==> config.mk <==
export PLATFORM = sky130hd
export DESIGN_NAME = fetch_unit_flat
export DESIGN_NICKNAME = d
export VERILOG_FILES = /design/src/rtl/fetch_unit_if.sv /design/src/rtl/fetch_unit.sv /design/src/flat_wrapper.sv
export SDC_FILE = /design/constraint.sdc
export NUM_CORES = 1
export LEC_CHECK = 0
export ABC_CLOCK_PERIOD_IN_PS = 2550
export BUFFER_PORTS_ARGS = -buffer_cell sky130_fd_sc_hd__buf_2
export CAP_MARGIN = 20
export CORE_ASPECT_RATIO = 1.4
export CORE_UTILIZATION = 50
export DETAILED_ROUTE_END_ITERATION = 8
export GPL_TIMING_DRIVEN = 0
export MAX_ROUTING_LAYER = met4
export PLACE_DENSITY_LB_ADDON = 0.12
export SLEW_MARGIN = 25
export SYNTH_ARGS = -nofsm -noshare
export SYNTH_HDL_FRONTEND = slang
export SYNTH_SLANG_ARGS = --single-unit
==> constraint.sdc <==
create_clock -name clk_i -period 2.55 [get_ports clk_i]
set_input_delay 0.255 -clock clk_i [delete_from_list [all_inputs] [get_ports clk_i]]
set_output_delay 0.255 -clock clk_i [all_outputs]
set_load 0.005 [all_outputs]
==> src/rtl/fetch_unit_if.sv <==
// Fetch-stage bus bundle: instruction-memory request/grant/response, branch redirect
// and the instruction handshake toward decode. Suffixes are relative to the fetch unit.
interface fetch_unit_if;
    logic        imem_req_o;
    logic [15:0] imem_addr_o;
    logic        imem_gnt_i;
    logic        imem_rvalid_i;
    logic [31:0] imem_rdata_i;
    logic        branch_en_i;
    logic [31:0] branch_addr_i;
    logic        insn_valid_o;
    logic        insn_ready_i;
    logic [31:0] insn_o;
    logic [15:0] insn_pc_o;

    modport master (
        output imem_req_o, imem_addr_o, insn_valid_o, insn_o, insn_pc_o,
        input  imem_gnt_i, imem_rvalid_i, imem_rdata_i, branch_en_i, branch_addr_i, insn_ready_i
    );

    modport slave (
        input  imem_req_o, imem_addr_o, insn_valid_o, insn_o, insn_pc_o,
        output imem_gnt_i, imem_rvalid_i, imem_rdata_i, branch_en_i, branch_addr_i, insn_ready_i
    );
endinterface

==> src/rtl/fetch_unit.sv <==
// Instruction fetch stage: PC, credit-limited memory requests with in-order responses,
// 2-entry instruction queue toward decode, and branch redirect with stale-response discard.
module fetch_unit #(
    parameter logic [15:0] RESET_PC = 16'h0000,
    parameter int unsigned PC_STEP  = 4
) (
    input  logic         clk_i,
    input  logic         rst_n_i,
    fetch_unit_if.master bus
);
    typedef enum logic {BOOT, RUN} state_e;

    typedef struct packed {
        logic [31:0] insn;
        logic [15:0] pc;
    } entry_t;

    state_e      state_q, state_d;
    logic [15:0] pc_q, pc_d;
    logic [1:0]  out_cnt_q, out_cnt_d;
    logic [1:0]  drop_cnt_q, drop_cnt_d;
    logic [1:0]  q_cnt_q, q_cnt_d;
    logic [15:0] tag_q [2];
    logic [15:0] tag_d [2];
    entry_t      fifo_q [2];
    entry_t      fifo_d [2];

    logic req, insn_valid, grant, rsp, keep, pop;
    logic unused_addr_bits;

    assign unused_addr_bits = ^{bus.branch_addr_i[31:16], bus.branch_addr_i[1:0]};

    always_ff @(posedge clk_i) begin
        if (!rst_n_i) begin
            state_q <= BOOT;
        end else begin
            state_q <= state_d;
        end
    end

    always_comb begin
        state_d = state_q;
        case (state_q)
            BOOT:    state_d = RUN;
            RUN:     state_d = RUN;
            default: state_d = BOOT;
        endcase
    end

    // Credit rule: in-flight plus queued never exceeds the 2 queue slots.
    always_comb begin
        req        = (state_q == RUN) && !bus.branch_en_i &&
                     (({1'b0, out_cnt_q} + {1'b0, q_cnt_q}) < 3'd2);
        insn_valid = (q_cnt_q != 2'd0) && !bus.branch_en_i;
    end

    assign bus.imem_req_o   = req;
    assign bus.imem_addr_o  = pc_q;
    assign bus.insn_valid_o = insn_valid;
    assign bus.insn_o       = (q_cnt_q != 2'd0) ? fifo_q[0].insn : 32'h0;
    assign bus.insn_pc_o    = (q_cnt_q != 2'd0) ? fifo_q[0].pc   : 16'h0;

    assign grant = req && bus.imem_gnt_i;
    assign rsp   = bus.imem_rvalid_i && (out_cnt_q != 2'd0);
    assign keep  = rsp && (drop_cnt_q == 2'd0);
    assign pop   = insn_valid && bus.insn_ready_i;

    always_comb begin
        pc_d       = pc_q;
        out_cnt_d  = out_cnt_q + {1'b0, grant} - {1'b0, rsp};
        drop_cnt_d = drop_cnt_q;
        q_cnt_d    = q_cnt_q;
        tag_d      = tag_q;
        fifo_d     = fifo_q;

        if (rsp) begin
            tag_d[0] = tag_q[1];
        end
        if (grant) begin
            pc_d = pc_q + 16'(PC_STEP);
            if ((out_cnt_q == 2'd1) && !rsp) begin
                tag_d[1] = pc_q;
            end else begin
                tag_d[0] = pc_q;
            end
        end

        // Everything already in flight at a redirect becomes a return to discard.
        if (bus.branch_en_i) begin
            pc_d       = {bus.branch_addr_i[15:2], 2'b00};
            drop_cnt_d = out_cnt_q - {1'b0, rsp};
            q_cnt_d    = 2'd0;
        end else begin
            if (rsp && (drop_cnt_q != 2'd0)) begin
                drop_cnt_d = drop_cnt_q - 2'd1;
            end
            if (pop) begin
                fifo_d[0] = fifo_q[1];
                q_cnt_d   = q_cnt_q - 2'd1;
            end
            if (keep) begin
                if (q_cnt_d == 2'd0) begin
                    fifo_d[0] = {bus.imem_rdata_i, tag_q[0]};
                end else begin
                    fifo_d[1] = {bus.imem_rdata_i, tag_q[0]};
                end
                q_cnt_d = q_cnt_d + 2'd1;
            end
        end
    end

    always_ff @(posedge clk_i) begin
        if (!rst_n_i) begin
            pc_q       <= RESET_PC;
            out_cnt_q  <= 2'd0;
            drop_cnt_q <= 2'd0;
            q_cnt_q    <= 2'd0;
            tag_q      <= '{default: '0};
            fifo_q     <= '{default: '0};
        end else begin
            pc_q       <= pc_d;
            out_cnt_q  <= out_cnt_d;
            drop_cnt_q <= drop_cnt_d;
            q_cnt_q    <= q_cnt_d;
            tag_q      <= tag_d;
            fifo_q     <= fifo_d;
        end
    end
endmodule

==> src/flat_wrapper.sv <==
// flat-port wrapper written by rule: the top's interface ports become plain ports
module fetch_unit_flat 
#(
    parameter logic [15:0] RESET_PC = 16'h0000,
    parameter int unsigned PC_STEP  = 4
)
  (clk_i, rst_n_i, bus_imem_req_o, bus_imem_addr_o, bus_insn_valid_o, bus_insn_o, bus_insn_pc_o, bus_imem_gnt_i, bus_imem_rvalid_i, bus_imem_rdata_i, bus_branch_en_i, bus_branch_addr_i, bus_insn_ready_i);
  fetch_unit_if bus_i ();
  input  logic clk_i;
  input  logic rst_n_i;
  output wire logic [$bits(bus_i.imem_req_o)-1:0] bus_imem_req_o;
  output wire logic [$bits(bus_i.imem_addr_o)-1:0] bus_imem_addr_o;
  output wire logic [$bits(bus_i.insn_valid_o)-1:0] bus_insn_valid_o;
  output wire logic [$bits(bus_i.insn_o)-1:0] bus_insn_o;
  output wire logic [$bits(bus_i.insn_pc_o)-1:0] bus_insn_pc_o;
  input wire logic [$bits(bus_i.imem_gnt_i)-1:0] bus_imem_gnt_i;
  input wire logic [$bits(bus_i.imem_rvalid_i)-1:0] bus_imem_rvalid_i;
  input wire logic [$bits(bus_i.imem_rdata_i)-1:0] bus_imem_rdata_i;
  input wire logic [$bits(bus_i.branch_en_i)-1:0] bus_branch_en_i;
  input wire logic [$bits(bus_i.branch_addr_i)-1:0] bus_branch_addr_i;
  input wire logic [$bits(bus_i.insn_ready_i)-1:0] bus_insn_ready_i;
  assign bus_imem_req_o = bus_i.imem_req_o;
  assign bus_imem_addr_o = bus_i.imem_addr_o;
  assign bus_insn_valid_o = bus_i.insn_valid_o;
  assign bus_insn_o = bus_i.insn_o;
  assign bus_insn_pc_o = bus_i.insn_pc_o;
  assign bus_i.imem_gnt_i = bus_imem_gnt_i;
  assign bus_i.imem_rvalid_i = bus_imem_rvalid_i;
  assign bus_i.imem_rdata_i = bus_imem_rdata_i;
  assign bus_i.branch_en_i = bus_branch_en_i;
  assign bus_i.branch_addr_i = bus_branch_addr_i;
  assign bus_i.insn_ready_i = bus_insn_ready_i;
  fetch_unit #(.RESET_PC(RESET_PC), .PC_STEP(PC_STEP)) u_core (.clk_i(clk_i), .rst_n_i(rst_n_i), .bus(bus_i));
endmodule
==> impl_metrics.tcl <==
set metrics [dict create \
    outcome "complete, but fails checks" \
    failed_checks "negative setup slack" \
    htreeDepth 4 \
    hold_violations 0 \
    netlist_area_um2 6710 \
    insertion_delay_ps 420 \
    route.detailed.drc 0 \
    grt_max_degree 17 \
    stdcell_area_um2 8480 \
    die_w_um 99.9 \
    synth_seq_cells 147 \
    cts-root-buf "clkbuf_16" \
    rsz0062_at_grt "yes" \
    maxCapViolations 0 \
    cp_cell_sequence "inv_2, ha_4, or3b_4, buf_8, mux2i_2, inv_2, ha_4, o2111ai_4, buf_6, buf_12, nor2_1, a21oi_1, o221a_2" \
    gp_congestion 0.871 \
    min_period_over_period_pct 101 \
    power_uw 6980 \
    cts_inserted_buffers 17 \
    initialDrtViolationCount 354 \
    synth_edf_count 0 \
    crit_fanout 7 \
    yosysTopAreaCellShare_pct 43.9 \
    rows 49 \
    synth_flop_cell "dfxtp_1" \
    grt_use_total_pct 28.1 \
    dieArea_um2 13900 \
    yosysTopAreaCell "dfxtp_1" \
    startpoint_type "register" \
    syn_inst 821 \
    p_leak_uw 0.00357 \
    dp_hpwl_um 13000 \
    ys.warnings.count 0 \
    ys_async_sr_fraction_pct 0 \
    max_stage_delay_ps 410 \
    synth_cell_type_count 52 \
    cts.sinks 147 \
    via_per_inst 5.47 \
    clockBufferDepth 2 \
    io_pins 136 \
    ir_drop_v 0.000471 \
    synth_area_per_cell_um2 8.17 \
    worstPathRequired_ps 2860 \
    crit_path_end_kind "register" \
    synth_seq_area_share_pct 43.9 \
    setup_tns_ps -110 \
    antenna_left 0 \
    worst_pin_slew_ps 727 \
    clock_skew_ps 9.15 \
    path_class "register to register" \
    port_buffers 115 \
    max_slew_margin_pct 51.5 \
    drt_wl_total_um 18300 \
    vias 6317 \
    clk_pin_slew_ps 60 \
    finalSetupViolations 9 \
    drv_slew 0 \
    antenna_cells 0 \
    drive_gt1_share_pct 27.1 \
    cts_tree "done" \
    fin_crit_ps 2590 \
    fmax_mhz 387 \
    grt_pass1_vias 6112 \
    synthTopCellsByArea "dfxtp_1 (44%), nand2_1 (7.8%), a21oi_1 (7.7%)" \
    setup_slack_ps -35.7 \
    antenna_found_initial 0 \
    wl_per_cell_um 15.9 \
    grt_overflow_total 0 \
    firstDrtPassIters 5 \
    fin_nets 1043 \
    die_y_um 139 \
    hold_class "input pin to register" \
    core_area_um2 12900 \
    area_delta_synth_final_pct 26.4 \
    grt_pass1_wl_um 30200 \
    cp_slowest_cell "or3b_4" \
    initial_utilization_pct 51.9 \
    critPathArrivalTime_ps 2890 \
    dpl-instance-area_um2 7540 \
    p_per_area_nw_per_um2 824 \
]
[through the flow]
step	utilization, %	instances	hold WS (ps)	worst slack (ps)
5_1_grt	65.5	1155	26.7	-80.6
3_5_place_dp	58.3	1115	444	-515
6_report	65.5	1155	20.4	-35.7
4_1_cts	65.3	1156	12.0	-32.4
3_3_place_gp	58.3	1115	441	-416
2_1_floorplan	-	822	283	24.4
[report_power, final]
part | switching, uW | internal, uW
combinational | 891 | 692
clock | 990 | 1730
sequential | 166 | 2520
total | 2050 | 4940
[repair_timing]
item | in CTS | in global routing
hold buffers | 0 | 0
endpoints found under the setup margin | 101 | 132
buffers inserted | 11 | 0
pin swaps | 2 | 3
gates resized for setup | 49 | 27
[path summary, 6_finish.rpt]
path | start | end | slack (ps) | cells after the start
worst max-delay path | u_core.q_cnt_q[1] | u_core.fifo_q[66] | -40 | 13
worst min-delay path | rst_n_i | u_core.state_q | 20 | 1
worst max register to register | u_core.q_cnt_q[1] | u_core.fifo_q[66] | -40 | 13
worst min register to register | u_core.fifo_q[25] | u_core.fifo_q[25] | 460 | 2
[synthesized netlist by cell type (2+ instances only)]
cell,n
clkbuf_1,46
nor2b_1,48
and2_1,5
o21a_1,2
a31oi_1,3
nand2_1,139
o221a_2,41
buf_4,3
o221a_1,7
dfxtp_1,147
xor2_1,4
a21oi_1,103
inv_1,9
buf_6,5
a211oi_1,2
buf_2,18
or4_1,2
o21ai_0,11
a311oi_1,14
xnor2_1,7
nor3_1,3
o311ai_0,2
nor3b_1,3
nor2_2,3
nand4_1,6
and4_1,2
nor2_1,129
and3_1,4
nor4_1,2
mux2i_1,17
nand4bb_1,2
nand3_1,7
ha_1,6
[registers in the layout, indices dropped and copies added, names as in the netlist]
register / cells
u_core.bus.imem_addr_o: 14
u_core.drop_cnt_q: 2
u_core.fifo_q: 96
u_core.out_cnt_q: 2
u_core.q_cnt_q: 2
u_core.state_q: 1
u_core.tag_q: 30
[placed cells by master (no fill, tap or decap), drive strengths merged, types with 4 or more instances in the layout]
| master | synthesis | routed |
|---|---|---|
| buf | 27 | 158 |
| a21oi | 104 | 104 |
| xnor2 | 7 | 7 |
| o221a | 48 | 48 |
| and2 | 5 | 5 |
| inv | 10 | 12 |
| a311oi | 14 | 14 |
| and3 | 4 | 4 |
| nand3 | 8 | 8 |
| dfxtp | 147 | 147 |
| nand2 | 139 | 139 |
| nand4 | 6 | 6 |
| nor2b | 48 | 48 |
| o21ai | 11 | 11 |
| bufinv | 0 | 5 |
| xor2 | 4 | 4 |
| nor2 | 132 | 132 |
| mux2i | 17 | 17 |
| clkbuf | 46 | 57 |
| ha | 6 | 6 |
[metal layers]
layer | GRT usage, % | share of wire, % | vias to the layer above
li1 | - | - | 3129
met1 | 32.7 | 42 | 2914
met2 | 47.7 | 50 | 221
met3 | 4.44 | 4.9 | 53
met4 | 11.7 | 3.4 | 0
met5 | - | 0 | -
[cell type report]
class | count | area, um^2
Clock inverter | 13 | 209
Inverter | 10 | 37.5
Multi-Input combinational cell | 592 | 3480
Clock buffer | 17 | 425
Sequential cell | 147 | 2950
Tap cell | 178 | 223
Fill cell | 1133 | 4460
Timing Repair Buffer | 126 | 696
Buffer | 72 | 464
[cells by family (layout without fill, tap and decap cells)]
group | count (synthesis) | count (layout) | synth area share [%]
DFF | 147 | 147 | 43.9
other | 1 | 2 | 0.0559
adders and majority gates | 7 | 7 | 1.42
xor gates and xnor gates | 11 | 11 | 1.44
AOI/OAI and AO/OA | 192 | 192 | 20.4
and+or+nand+nor | 363 | 363 | 24.5
muxes | 17 | 17 | 2.54
buffers and inverters | 83 | 238 | 5.71
[worst max-delay path, delay by kind of cell (launching register included)]
family / cells / cell delay [ps]
AO/OA/AOI/OAI: 3 / 510
adder cells (fa/ha/maj): 2 / 310
buffers and inverters: 5 / 650
flip-flops: 1 / 330
multiplexers: 1 / 160
AND/OR/NAND/NOR: 2 / 510
Power figures use the tool's default switching activity.
